<file path="src/rtl/ias_program_loader.sv">
// Boot loader for the IAS core: streams a program image into the 16x8 memory write port,
// checks the trailing mod-256 checksum, then releases the core's active-high reset.
module ias_program_loader #(
  parameter int ADDR_W      = 4,
  parameter int DATA_W      = 8,
  parameter int DEPTH       = 16,
  parameter int HOLD_CYCLES = 2
) (
  input  logic              clk,
  input  logic              reset,
  input  logic              start,
  input  logic              in_valid,
  input  logic [DATA_W-1:0] in_data,
  input  logic              in_last,
  output logic              in_ready,
  output logic              mem_we,
  output logic [ADDR_W-1:0] mem_address,
  output logic [DATA_W-1:0] mem_data_in,
  output logic              cpu_reset,
  output logic              busy,
  output logic              done,
  output logic              error,
  output logic [ADDR_W:0]   word_count
);

  localparam logic [2:0] ST_IDLE    = 3'd0;
  localparam logic [2:0] ST_LOAD    = 3'd1;
  localparam logic [2:0] ST_RELEASE = 3'd2;
  localparam logic [2:0] ST_RUN     = 3'd3;
  localparam logic [2:0] ST_ERROR   = 3'd4;

  localparam int                HOLD_W    = (HOLD_CYCLES < 2) ? 1 : $clog2(HOLD_CYCLES + 1);
  localparam logic [HOLD_W-1:0] HOLD_LAST = HOLD_W'(HOLD_CYCLES);
  localparam logic [ADDR_W:0]   DEPTH_WC  = (ADDR_W + 1)'(DEPTH);

  logic [2:0]        state_q, state_d;
  logic [DATA_W-1:0] sum_q, sum_d;
  logic [ADDR_W:0]   wc_q, wc_d;
  logic [HOLD_W-1:0] hold_q, hold_d;
  logic              mem_we_q, mem_we_d;
  logic [ADDR_W-1:0] addr_q, addr_d;
  logic [DATA_W-1:0] wdata_q, wdata_d;
  logic              cpu_reset_q, cpu_reset_d;
  logic              busy_q, busy_d;
  logic              done_q, done_d;
  logic              error_q, error_d;

  // Next-state decode; mem_we defaults low so each accepted word gives a one-cycle pulse
  always_comb begin
    state_d     = state_q;
    sum_d       = sum_q;
    wc_d        = wc_q;
    hold_d      = hold_q;
    mem_we_d    = 1'b0;
    addr_d      = addr_q;
    wdata_d     = wdata_q;
    cpu_reset_d = cpu_reset_q;
    busy_d      = busy_q;
    done_d      = done_q;
    error_d     = error_q;
    case (state_q)
      ST_IDLE, ST_RUN, ST_ERROR: begin
        if (start) begin
          state_d     = ST_LOAD;
          sum_d       = {DATA_W{1'b0}};
          wc_d        = {(ADDR_W + 1){1'b0}};
          hold_d      = {HOLD_W{1'b0}};
          cpu_reset_d = 1'b1;
          busy_d      = 1'b1;
          done_d      = 1'b0;
          error_d     = 1'b0;
        end else begin
          state_d = state_q;
        end
      end
      ST_LOAD: begin
        if (!in_valid) begin
          state_d = ST_LOAD;
        end else if (!in_last && (wc_q != DEPTH_WC)) begin
          mem_we_d = 1'b1;
          addr_d   = wc_q[ADDR_W-1:0];
          wdata_d  = in_data;
          sum_d    = sum_q + in_data;
          wc_d     = wc_q + {{ADDR_W{1'b0}}, 1'b1};
        end else if (in_last && (wc_q != {(ADDR_W + 1){1'b0}}) && (in_data == sum_q)) begin
          state_d = ST_RELEASE;
          hold_d  = {HOLD_W{1'b0}};
        end else begin
          // overflow, empty image or checksum mismatch
          state_d     = ST_ERROR;
          error_d     = 1'b1;
          busy_d      = 1'b0;
          cpu_reset_d = 1'b1;
        end
      end
      ST_RELEASE: begin
        if (hold_q == HOLD_LAST) begin
          state_d     = ST_RUN;
          cpu_reset_d = 1'b0;
          done_d      = 1'b1;
          busy_d      = 1'b0;
        end else begin
          hold_d = hold_q + {{(HOLD_W - 1){1'b0}}, 1'b1};
        end
      end
      default: begin
        state_d     = ST_IDLE;
        cpu_reset_d = 1'b1;
        busy_d      = 1'b0;
      end
    endcase
  end

  // State and output registers with asynchronous active-low reset
  always_ff @(posedge clk or negedge reset) begin
    if (!reset) begin
      state_q     <= ST_IDLE;
      sum_q       <= {DATA_W{1'b0}};
      wc_q        <= {(ADDR_W + 1){1'b0}};
      hold_q      <= {HOLD_W{1'b0}};
      mem_we_q    <= 1'b0;
      addr_q      <= {ADDR_W{1'b0}};
      wdata_q     <= {DATA_W{1'b0}};
      cpu_reset_q <= 1'b1;
      busy_q      <= 1'b0;
      done_q      <= 1'b0;
      error_q     <= 1'b0;
    end else begin
      state_q     <= state_d;
      sum_q       <= sum_d;
      wc_q        <= wc_d;
      hold_q      <= hold_d;
      mem_we_q    <= mem_we_d;
      addr_q      <= addr_d;
      wdata_q     <= wdata_d;
      cpu_reset_q <= cpu_reset_d;
      busy_q      <= busy_d;
      done_q      <= done_d;
      error_q     <= error_d;
    end
  end

  assign in_ready    = (state_q == ST_LOAD);
  assign mem_we      = mem_we_q;
  assign mem_address = addr_q;
  assign mem_data_in = wdata_q;
  assign cpu_reset   = cpu_reset_q;
  assign busy        = busy_q;
  assign done        = done_q;
  assign error       = error_q;
  assign word_count  = wc_q;

endmodule
</file>
<file path="config.mk">
export PLATFORM = sky130hd
export DESIGN_NAME = ias_program_loader
export DESIGN_NICKNAME = d
export VERILOG_FILES = /design/src/rtl/ias_program_loader.sv
export SDC_FILE = /design/constraint.sdc
export NUM_CORES = 1
export LEC_CHECK = 0
export BUFFER_PORTS_ARGS = -buffer_cell sky130_fd_sc_hd__buf_2
export CAP_MARGIN = 20
export CORE_ASPECT_RATIO = 0.5
export CORE_UTILIZATION = 40
export CTS_CLUSTER_DIAMETER = 60
export DETAILED_ROUTE_END_ITERATION = 10
export HOLD_SLACK_MARGIN = 0.08
export MAX_ROUTING_LAYER = met4
export SLEW_MARGIN = 25
export SYNTH_ARGS = -nofsm -noshare
export SYNTH_HDL_FRONTEND = slang
export SYNTH_SLANG_ARGS = --single-unit
</file>
<file path="constraint.sdc">
create_clock -name clk -period 2.2 [get_ports clk]
set_input_delay 0.66 -clock clk [delete_from_list [all_inputs] [get_ports clk]]
set_output_delay 0.66 -clock clk [all_outputs]
set_load 0.05 [all_outputs]
</file>
==> results of run 1 <==
==> final cells by class <==
type | instances | area, um2 | area share, %
clock inverter | 2 | 35.0 | 1.39
inverter | 8 | 30.0 | 1.19
multi-input combinational | 120 | 1100 | 43.9
timing repair buffer | 50 | 303 | 12.0
clock buffer | 6 | 82.6 | 3.28
tap | 66 | 82.6 | 3.28
sequential | 35 | 880 | 34.9
==> cells in the final DEF (no fill, tap or decap), drive strengths merged, types with 3 or more instances in the layout <==
cell type and n:
a211oi 3, a21o 6, a21oi 6, a22o 6, buf 50, clkbuf 6
dfrtp 34, ha 10, inv 8, mux2 17, nand2 11, nor2 9
o211ai 3, o21ai 6, xnor2 5, xor2 4
==> sequential cells by signal, indices dropped and copies added, names as in the netlist, 2 cells and up <==
name	flops
mem_data_in	8
sum_q	8
word_count	5
mem_address	4
state_q	3
hold_q	2
==> per-layer routing <==
layer	vias to the layer above	global-route usage [%]	part of all wire (%)	routed length (um)
met2	22	26.6	43	1760
li1	722	-	-	-
met5	-	-	0	0
met4	0	7.97	1.6	67
met1	710	25.6	52	2150
met3	7	4.51	3.1	127
==> power groups by stage <==
stage / Clock [mW] / Sequential (mW) / Combinational [mW]
after floorplan: 0 / 1.50 / 0.992
after global placement: 0 / 1.07 / 1.86
after detailed placement: 0 / 1.08 / 1.88
after CTS: 0.631 / 1.07 / 1.90
after global routing: 0.661 / 1.11 / 2.03
final: 0.610 / 1.07 / 1.87
==> worst max path at each step <==
stage / startpoint / end
after CTS: in_data[0] / hold_q[0]$_DFFE_PN0P_
final: in_data[1] / hold_q[0]$_DFFE_PN0P_
after global placement: in_data[1] / hold_q[1]$_DFFE_PN0P_
after global routing: in_data[1] / hold_q[0]$_DFFE_PN0P_
after detailed placement: in_data[0] / hold_q[0]$_DFFE_PN0P_
after floorplan: in_data[3] / hold_q[0]$_DFFE_PN0P_
==> worst reg2reg max path, stage by stage, from the launching register on <==
cell     delay (ps)
dfrtp_1         430
ha_4            240
nor4_1          260
nand2_1         140
or3_4           360
a22oi_2         230
mux2_4          320
==> timing repair <==
action	CTS	global route
endpoints found under the setup margin	1	1
gates resized for setup	2	1
cloned	0	0
==> metrics by stage <==
| stage | utilization (%) | TNS, ps | instance area (um2) |
|---|---|---|---|
| finish | 55.3 | 0 | 2520 |
| global route | 55.3 | 0 | 2520 |
| CTS | 55.3 | 0 | 2520 |
| detailed placement | 52.6 | -1240 | 2400 |
| global placement | 52.6 | -1130 | 2400 |
| floorplan | - | -48.9 | 2060 |
==> cells by family (layout without fill, tap and decap cells) <==
family	Yosys count	count (layout)	share of synthesized area, %
and+or+nand+nor	35	35	10.3
AOI/OAI and AO/OA	48	48	19.6
muxes	17	17	9.80
DFF	35	35	44.9
adders and majority gates	11	11	7.43
xor gates and xnor gates	9	9	4.04
buffers and inverters	14	66	3.97
==> synthesized netlist by cell type (2+ instances only) <==
master      n  share of area [%]
o21bai_1    2               0.77
dfrtp_1    34                 44
a21oi_1     6                1.5
ha_1       10                6.4
nor4b_1     2               0.90
buf_4       2               0.77
buf_2       2               0.51
nor2_1      8                1.5
buf_6       2                1.2
mux2_2     17                9.8
inv_1       8                1.5
xnor2_1     5                2.2
o31ai_2     2                1.3
o21a_1      2               0.77
or3_1       2               0.64
nand2_1    11                2.1
a21o_1      6                2.3
o21ai_0     6                1.5
a22o_1      6                2.7
xor2_1      4                1.8
a2bb2oi_1   2               0.90
o211ai_1    3                1.2
o2111ai_1   2               0.90
a211oi_1    3                1.2
==> impl_metrics.json, run 1 <==
{
  "reg2reg_depth": 6,
  "yosysWarnings": 0,
  "design.core.area_um2": 4550,
  "synthCells": 169,
  "cts_tree": "done",
  "cp_num_buf_inv": 1,
  "seqPwrFrac_pct": 30.1,
  "dp_hpwl_um": 3070,
  "path_class": "primary input to register",
  "grt_overflow": 0,
  "drc_errors": 0,
  "place_inst": 279,
  "power.internal_mw": 1.98,
  "power.density_nw_per_um2": 1410,
  "cp_max_fo": 3,
  "wl_per_cell_um": 14.3,
  "r2r_start": "sum_q[1]$_DFFE_PN0P_",
  "place_ws_ps": -274,
  "synth.cell_area_um2": 1950,
  "place_congestion": 0.821,
  "syn_avg_cell_area_um2": 11.6,
  "synthArstFlopShare_pct": 100,
  "min_period_over_period_pct": 98.6,
  "grt_pass1_wl_um": 6910,
  "critPathMaxStageDelay_ps": 360,
  "insertion_delay_ps": 290,
  "switchingPower_mw": 1.57,
  "cp_data_arrival_time_ps": 2350,
  "synth_edf_count": 0,
  "setup_violations": 0,
  "whs_ps": 310,
  "row_count": 17,
  "syn_to_final_growth_pct": 28.9,
  "drv_slew": 0,
  "die-area_um2": 5180,
  "ir_worst_vdd_uv": 771,
  "htreeDepth": 2,
  "hold_path_class": "primary input to async pin",
  "numCtsBuffers": 5,
  "hold_buffers": 0,
  "rsz0062_at_grt": "false",
  "vias": 1461,
  "diodes": 0,
  "synth.distinct_cells": 46,
  "initialDrtViolationCount": 38,
  "p_leak_nw": 1.16,
  "fp.dieW_um": 101,
  "timing.rr.end": "hold_q[0]$_DFFE_PN0P_",
  "start_util_pct": 42.9,
  "clkTransAtPathRegs_ps": 70,
  "root_buffer": "clkbuf_8",
  "final_cell_count_no_fill": 287,
  "cp_top_family": "simple AND/OR/NAND/NOR gates",
  "dr.pass1.iters": 4,
  "drive_gt1_share_pct": 43.9,
  "antenna_found_initial": 0,
  "grt_use_total_pct": 18.8,
  "cp_slowest_cell": "or3_4",
  "setup_slack_ps": 30.2,
  "cp_data_required_time_ps": 2380,
  "wl_um": 4100,
  "port_buffers": 35,
  "setup.worst_path.start_class": "primary input",
  "status": "finished clean",
  "skew_ps": 4.74,
  "ios": 36,
  "post_cts_buffers": 0,
  "grt_pass1_vias": 1389,
  "clock_sinks": 35,
  "cp.depth": 7,
  "routed_via_density": 5.09,
  "power.share.switching_pct": 44.1,
  "pwr-share-clk_pct": 17.2,
  "power_mw": 3.55,
  "final_net_count": 244,
  "ys_seq_elements": 35,
  "ys.flop_type": "dfrtp_1",
  "clockBufferDepth": 2,
  "synthesis.nets": 193,
  "p_comb_share_pct": 52.7,
  "max_freq_ghz": 0.461,
  "drv_cap": 0,
  "post-route-min-period_ps": 2170,
  "crit_path_end_kind": "register",
  "finalHoldViolCount": 0,
  "worstPathCellList": "buf_2 > ha_4 > nor4_1 > nand2_1 > or3_4 > a22oi_2 > mux2_4",
  "drtAntennaViolNets": 0,
  "max_slew_margin_pct": 61.4,
  "die_h_um": 51.4,
  "grt_max_degree": 28,
  "worst_slew_pin_slew_ps": 579,
  "ys_seq_area_share_pct": 44.9,
  "fill_cells": 418,
  "rrSetupSlack_ps": 110
}
Note: power is estimated with default switching activity, not from simulation.
==> run 2: changes to the inputs <==
--- a/config.mk
+++ b/config.mk
@@ -9,10 +9,11 @@
 export CAP_MARGIN = 20
 export CORE_ASPECT_RATIO = 0.5
 export CORE_UTILIZATION = 40
-export CTS_CLUSTER_DIAMETER = 60
+export CTS_CLUSTER_DIAMETER = 50
 export DETAILED_ROUTE_END_ITERATION = 10
 export HOLD_SLACK_MARGIN = 0.08
 export MAX_ROUTING_LAYER = met4
+export REMOVE_ABC_BUFFERS = 1
 export SLEW_MARGIN = 25
 export SYNTH_ARGS = -nofsm -noshare
 export SYNTH_HDL_FRONTEND = slang
==> run 2 against run 1 <==
Net effect: maximum frequency down 0.65%; sequential share of layout area down 0.48 points; global-route usage down 0.85 points; clock skew up 1.4 ps; final cell count up 3.1%; non-clock buffer count up 9; largest power group unchanged; register-to-register slack about the same.
==> impl_metrics.json, run 2 (synthesis results as in run 1) <==
{
  "reg2reg_depth": 6,
  "seqPwrFrac_pct": 29.4,
  "cp_data_arrival_time_ps": 2350,
  "power.density_nw_per_um2": 1390,
  "drv_cap": 0,
  "insertion_delay_ps": 290,
  "layout_commonest_cell": "buf_2",
  "clock_sinks": 35,
  "grt_overflow": 0,
  "post-route-min-period_ps": 2180,
  "dp_hpwl_um": 3030,
  "skew_ps": 6.13,
  "max_slew_margin_pct": 60.2,
  "cts_tree": "done",
  "crit_path_end_kind": "register",
  "fin_area_um2": 2550,
  "grt_use_total_pct": 17.9,
  "setup_violations": 0,
  "antenna_found_initial": 0,
  "die-area_um2": 5180,
  "finalHoldViolCount": 0,
  "final_cell_mix": "35 x buf_2, 33 x dfrtp_1, 22 x buf_4, 15 x mux2_2, 11 x nand2_1",
  "root_buffer": "clkbuf_8",
  "max_freq_ghz": 0.458,
  "p_leak_nw": 1.20,
  "grt_max_degree": 20,
  "syn_to_final_growth_pct": 30.5,
  "fill_cells": 406,
  "grt_pass1_wl_um": 6780,
  "tns_ps": 0,
  "wl_um": 4140,
  "die_h_um": 51.4,
  "rsz0062_at_grt": "true",
  "ios": 36,
  "vias": 1513,
  "ir_worst_vdd_uv": 539,
  "fp.dieW_um": 101,
  "power.share.switching_pct": 44.6,
  "switchingPower_mw": 1.58,
  "port_buffers": 35,
  "pwr-share-clk_pct": 14.7,
  "drtAntennaViolNets": 0,
  "min_period_over_period_pct": 99.3,
  "power.internal_mw": 1.96,
  "hold_path_class": "primary input to async pin",
  "row_count": 17,
  "clkTransAtPathRegs_ps": 70,
  "path_class": "primary input to register",
  "wl_per_cell_um": 14.0,
  "drive_gt1_share_pct": 44.3,
  "worst_slew_pin_slew_ps": 596,
  "numCtsBuffers": 5,
  "cp_max_fo": 2,
  "setup.worst_path.start_class": "primary input",
  "status": "finished clean",
  "drv_slew": 0,
  "place_congestion": 0.879,
  "htreeDepth": 2,
  "diodes": 0,
  "placed_area_um2": 2350,
  "start_util_pct": 42.9,
  "design.core.area_um2": 4550,
  "grt_pass1_vias": 1456,
  "p_comb_share_pct": 55.9,
  "clockBufferDepth": 2,
  "dr.pass1.iters": 4,
  "initialDrtViolationCount": 41,
  "routed_via_density": 5.11,
  "drc_errors": 0,
  "cp_data_required_time_ps": 2370,
  "final_net_count": 253
}
-- run 2: power groups by stage --
| stage | Sequential, mW | Combinational [mW] | Clock [mW] |
|---|---|---|---|
| final | 1.04 | 1.98 | 0.522 |
| after global routing | 1.08 | 2.12 | 0.553 |
| after CTS | 1.02 | 1.92 | 0.533 |
| after detailed placement | 1.04 | 1.89 | 0 |
| after global placement | 1.02 | 1.87 | 0 |
| after floorplan | 1.50 | 0.850 | 0 |
-- run 2: final timing paths --
kind | start | endpoint | slack, ps
worst max-delay path | in_data[6] | hold_q[1]$_DFFE_PN0P_ | 20
worst min-delay path | reset | mem_address[1]$_DFFE_PN0P_ | 320
worst max register to register | sum_q[6]$_DFFE_PN0P_ | hold_q[1]$_DFFE_PN0P_ | 120
worst min register to register | cpu_reset$_DFFE_PN1P_ | cpu_reset$_DFFE_PN1P_ | 470
max in group asynchronous | reset | cpu_reset$_DFFE_PN1P_ | 1350
min in group clk | cpu_reset$_DFFE_PN1P_ | cpu_reset$_DFFE_PN1P_ | 470
-- run 2: critical path, stage by stage --
cell	delay, ps
buf_2	110
ha_1	320
nor4_2	220
nand2_1	110
or3_4	350
a22oi_2	260
mux2_4	320
-- run 2: final cells by class --
class                   instances  area [um2]  area share [%]
flip-flops and latches         35         878            34.5
multi-input cells             120        1080            42.3
repair buffers                 59         380            14.9
well taps                      66        82.6            3.24
clock buffers                   8         100            3.93
inverters                       8        30.0            1.18
-- run 2: per-layer routing --
layer  global-route usage, %  part of all wire, %  up-vias
li1                        -                    -      743
met1                    23.4                   49      738
met2                    27.7                   47       28
met3                    4.24                  3.4        4
met4                    5.80                 0.70        0
met5                       -                    0        -
-- run 2: stage by stage --
stage	util (%)	setup WS (ps)	instances	hold slack, ps	total power, mW
final	56.0	16.0	296	322	3.54
after global routing	56.0	-40.9	296	352	3.75
after CTS	54.3	-16.8	295	339	3.48
after detailed placement	51.5	-394	285	461	2.93
after global placement	51.5	-341	285	460	2.90
after floorplan	-	-239	163	364	2.35
-- run 2: timing repair --
action | in CTS | in global routing
hold buffers | 0 | 0
endpoints found under the hold margin | 0 | 0
setup endpoints to repair | 2 | 6
resized for setup | 2 | 9
pin swaps | 4 | 4
buffers inserted | 2 | 1
==> run 3: changes to the inputs <==
--- a/config.mk
+++ b/config.mk
@@ -13,6 +13,7 @@
 export DETAILED_ROUTE_END_ITERATION = 10
 export HOLD_SLACK_MARGIN = 0.08
 export MAX_ROUTING_LAYER = met4
+export PLACE_DENSITY = 0.73
 export REMOVE_ABC_BUFFERS = 1
 export SLEW_MARGIN = 25
 export SYNTH_ARGS = -nofsm -noshare
==> run 3 against run 2 <==
Net effect: routed wire length up 3.9%; first-iteration DRC count is 4.9% lower; non-clock buffer count shrank 6; register-to-register slack hardly changed; final cell count down 2.0%; clock skew is 1.4 ps lower; critical path type unchanged; largest cell class unchanged.
==> impl_metrics.json, run 3 (synthesis results as in run 1) <==
{
  "status": "finished clean",
  "routed_via_density": 5.25,
  "critPathMaxStageDelay_ps": 340,
  "antenna_found_initial": 0,
  "syn_to_final_growth_pct": 28.0,
  "p_leak_nw": 1.16,
  "initialDrtViolationCount": 39,
  "placed_area_um2": 2290,
  "crit_path_end_kind": "register",
  "cp_data_required_time_ps": 2380,
  "die-area_um2": 5180,
  "final_net_count": 247,
  "clockBufferDepth": 2,
  "drive_gt1_share_pct": 43.3,
  "ir_worst_vdd_uv": 610,
  "diodes": 0,
  "hold_path_class": "primary input to async pin",
  "grt_use_total_pct": 17.9,
  "max_freq_ghz": 0.464,
  "cp_num_buf_inv": 1,
  "wl_um": 4310,
  "tns_ps": 0,
  "drv_slew": 0,
  "final_cell_mix": "33 x buf_2, 31 x dfrtp_1, 18 x buf_4, 15 x mux2_2, 11 x nand2_1",
  "setup_slack_ps": 43.7,
  "timing.rr.end": "hold_q[0]$_DFFE_PN0P_",
  "insertion_delay_ps": 290,
  "grt_pass1_wl_um": 6840,
  "wl_per_cell_um": 14.8,
  "clock_sinks": 35,
  "setup_violations": 0,
  "endpoint": "hold_q[0]$_DFFE_PN0P_",
  "vias": 1523,
  "cp_slowest_cell": "or3_4",
  "port_buffers": 35,
  "drv_cap": 0,
  "start_util_pct": 42.9,
  "clkTransAtPathRegs_ps": 70,
  "fin_area_um2": 2500,
  "die_h_um": 51.4,
  "design.core.area_um2": 4550,
  "grt_overflow": 0,
  "path_class": "primary input to register",
  "power.density_nw_per_um2": 1390,
  "ios": 36,
  "cp_data_arrival_time_ps": 2330,
  "row_count": 17,
  "htreeDepth": 2,
  "grt_max_degree": 36,
  "place_ws_ps": -417,
  "min_period_over_period_pct": 98.0,
  "drtAntennaViolNets": 0,
  "layout_commonest_cell": "buf_2",
  "fp.dieW_um": 101,
  "worstPathCellList": "buf_2 > ha_4 > nor4_2 > nand2_1 > or3_4 > a22oi_2 > mux2_4",
  "root_buffer": "clkbuf_8",
  "place_congestion": 0.915,
  "dr.pass1.iters": 4,
  "skew_ps": 4.76,
  "cts_tree": "done",
  "grt_pass1_vias": 1500,
  "cp_top_family": "simple AND/OR/NAND/NOR gates",
  "place_inst": 281,
  "r2r_start": "sum_q[1]$_DFFE_PN0P_",
  "reg2reg_depth": 6,
  "fill_cells": 399,
  "final_cell_count_no_fill": 290,
  "max_slew_margin_pct": 60.9,
  "rrSetupSlack_ps": 120,
  "numCtsBuffers": 5,
  "finalHoldViolCount": 0,
  "dp_hpwl_um": 2980,
  "cp_max_fo": 2,
  "post-route-min-period_ps": 2160,
  "cp.depth": 7,
  "setup.worst_path.start_class": "primary input",
  "worst_slew_pin_slew_ps": 586,
  "drc_errors": 0,
  "startpoint": "in_data[2]"
}
==> run 3: stage by stage <==
stage	power [mW]	hold WS [ps]	utilization, %
after CTS	3.39	412	53.5
after detailed placement	2.86	460	50.3
after floorplan	2.35	364	-
final	3.47	390	54.9
after global routing	3.68	439	54.9
after global placement	2.81	452	50.3
==> run 3: final cells by class <==
class / count / area [um2] / share of cell area, %
clock buffer: 8 / 80.1 / 3.20
timing repair buffer: 53 / 319 / 12.8
tap: 66 / 82.6 / 3.30
multi-input combinational: 120 / 1110 / 44.3
inverter: 8 / 30.0 / 1.20
sequential: 35 / 881 / 35.2
==> run 3: worst min path at each step <==
stage | endpoint | cells after the start | from | slack [ps]
3_5_place_dp | cpu_reset$_DFFE_PN1P_ | 2 | cpu_reset$_DFFE_PN1P_ | 460
3_3_place_gp | cpu_reset$_DFFE_PN1P_ | 2 | cpu_reset$_DFFE_PN1P_ | 450
5_1_grt | mem_address[1]$_DFFE_PN0P_ | 2 | reset | 440
6_report | mem_address[2]$_DFFE_PN0P_ | 2 | reset | 390
2_1_floorplan | busy$_DFFE_PN0P_ | 0 | reset | 360
4_1_cts | sum_q[0]$_DFFE_PN0P_ | 2 | reset | 410
==> run 3: repair_timing <==
action / in CTS / in global routing
gates resized for setup: 6 / 12
hold endpoints to repair: 0 / 0
buffers inserted: 1 / 0
endpoints found under the setup margin: 3 / 3
hold buffers: 0 / 0
pin swaps: 4 / 4
==> run 3: report_power, final <==
group | total, mW | internal (mW) | switching [mW]
Combinational | 1.94 | 0.779 | 1.16
Sequential | 1.08 | 0.862 | 0.215
Clock | 0.455 | 0.225 | 0.230
==> run 3: worst reg2reg max path, stage by stage (launching register included) <==
cell,delay (ps)
dfrtp_1,440
ha_4,240
nor4_2,240
nand2_1,100
or3_4,340
a22oi_2,270
mux2_4,320
==> run 3: routing by layer <==
layer / share of wire (%) / track usage (%) / wire (um) / vias to the layer above
li1: - / - / - / 725
met1: 46 / 21.4 / 1990 / 757
met2: 48 / 30.4 / 2080 / 31
met3: 3.8 / 4.10 / 165 / 10
met4: 1.4 / 6.28 / 61 / 0
met5: 0 / - / 0 / -
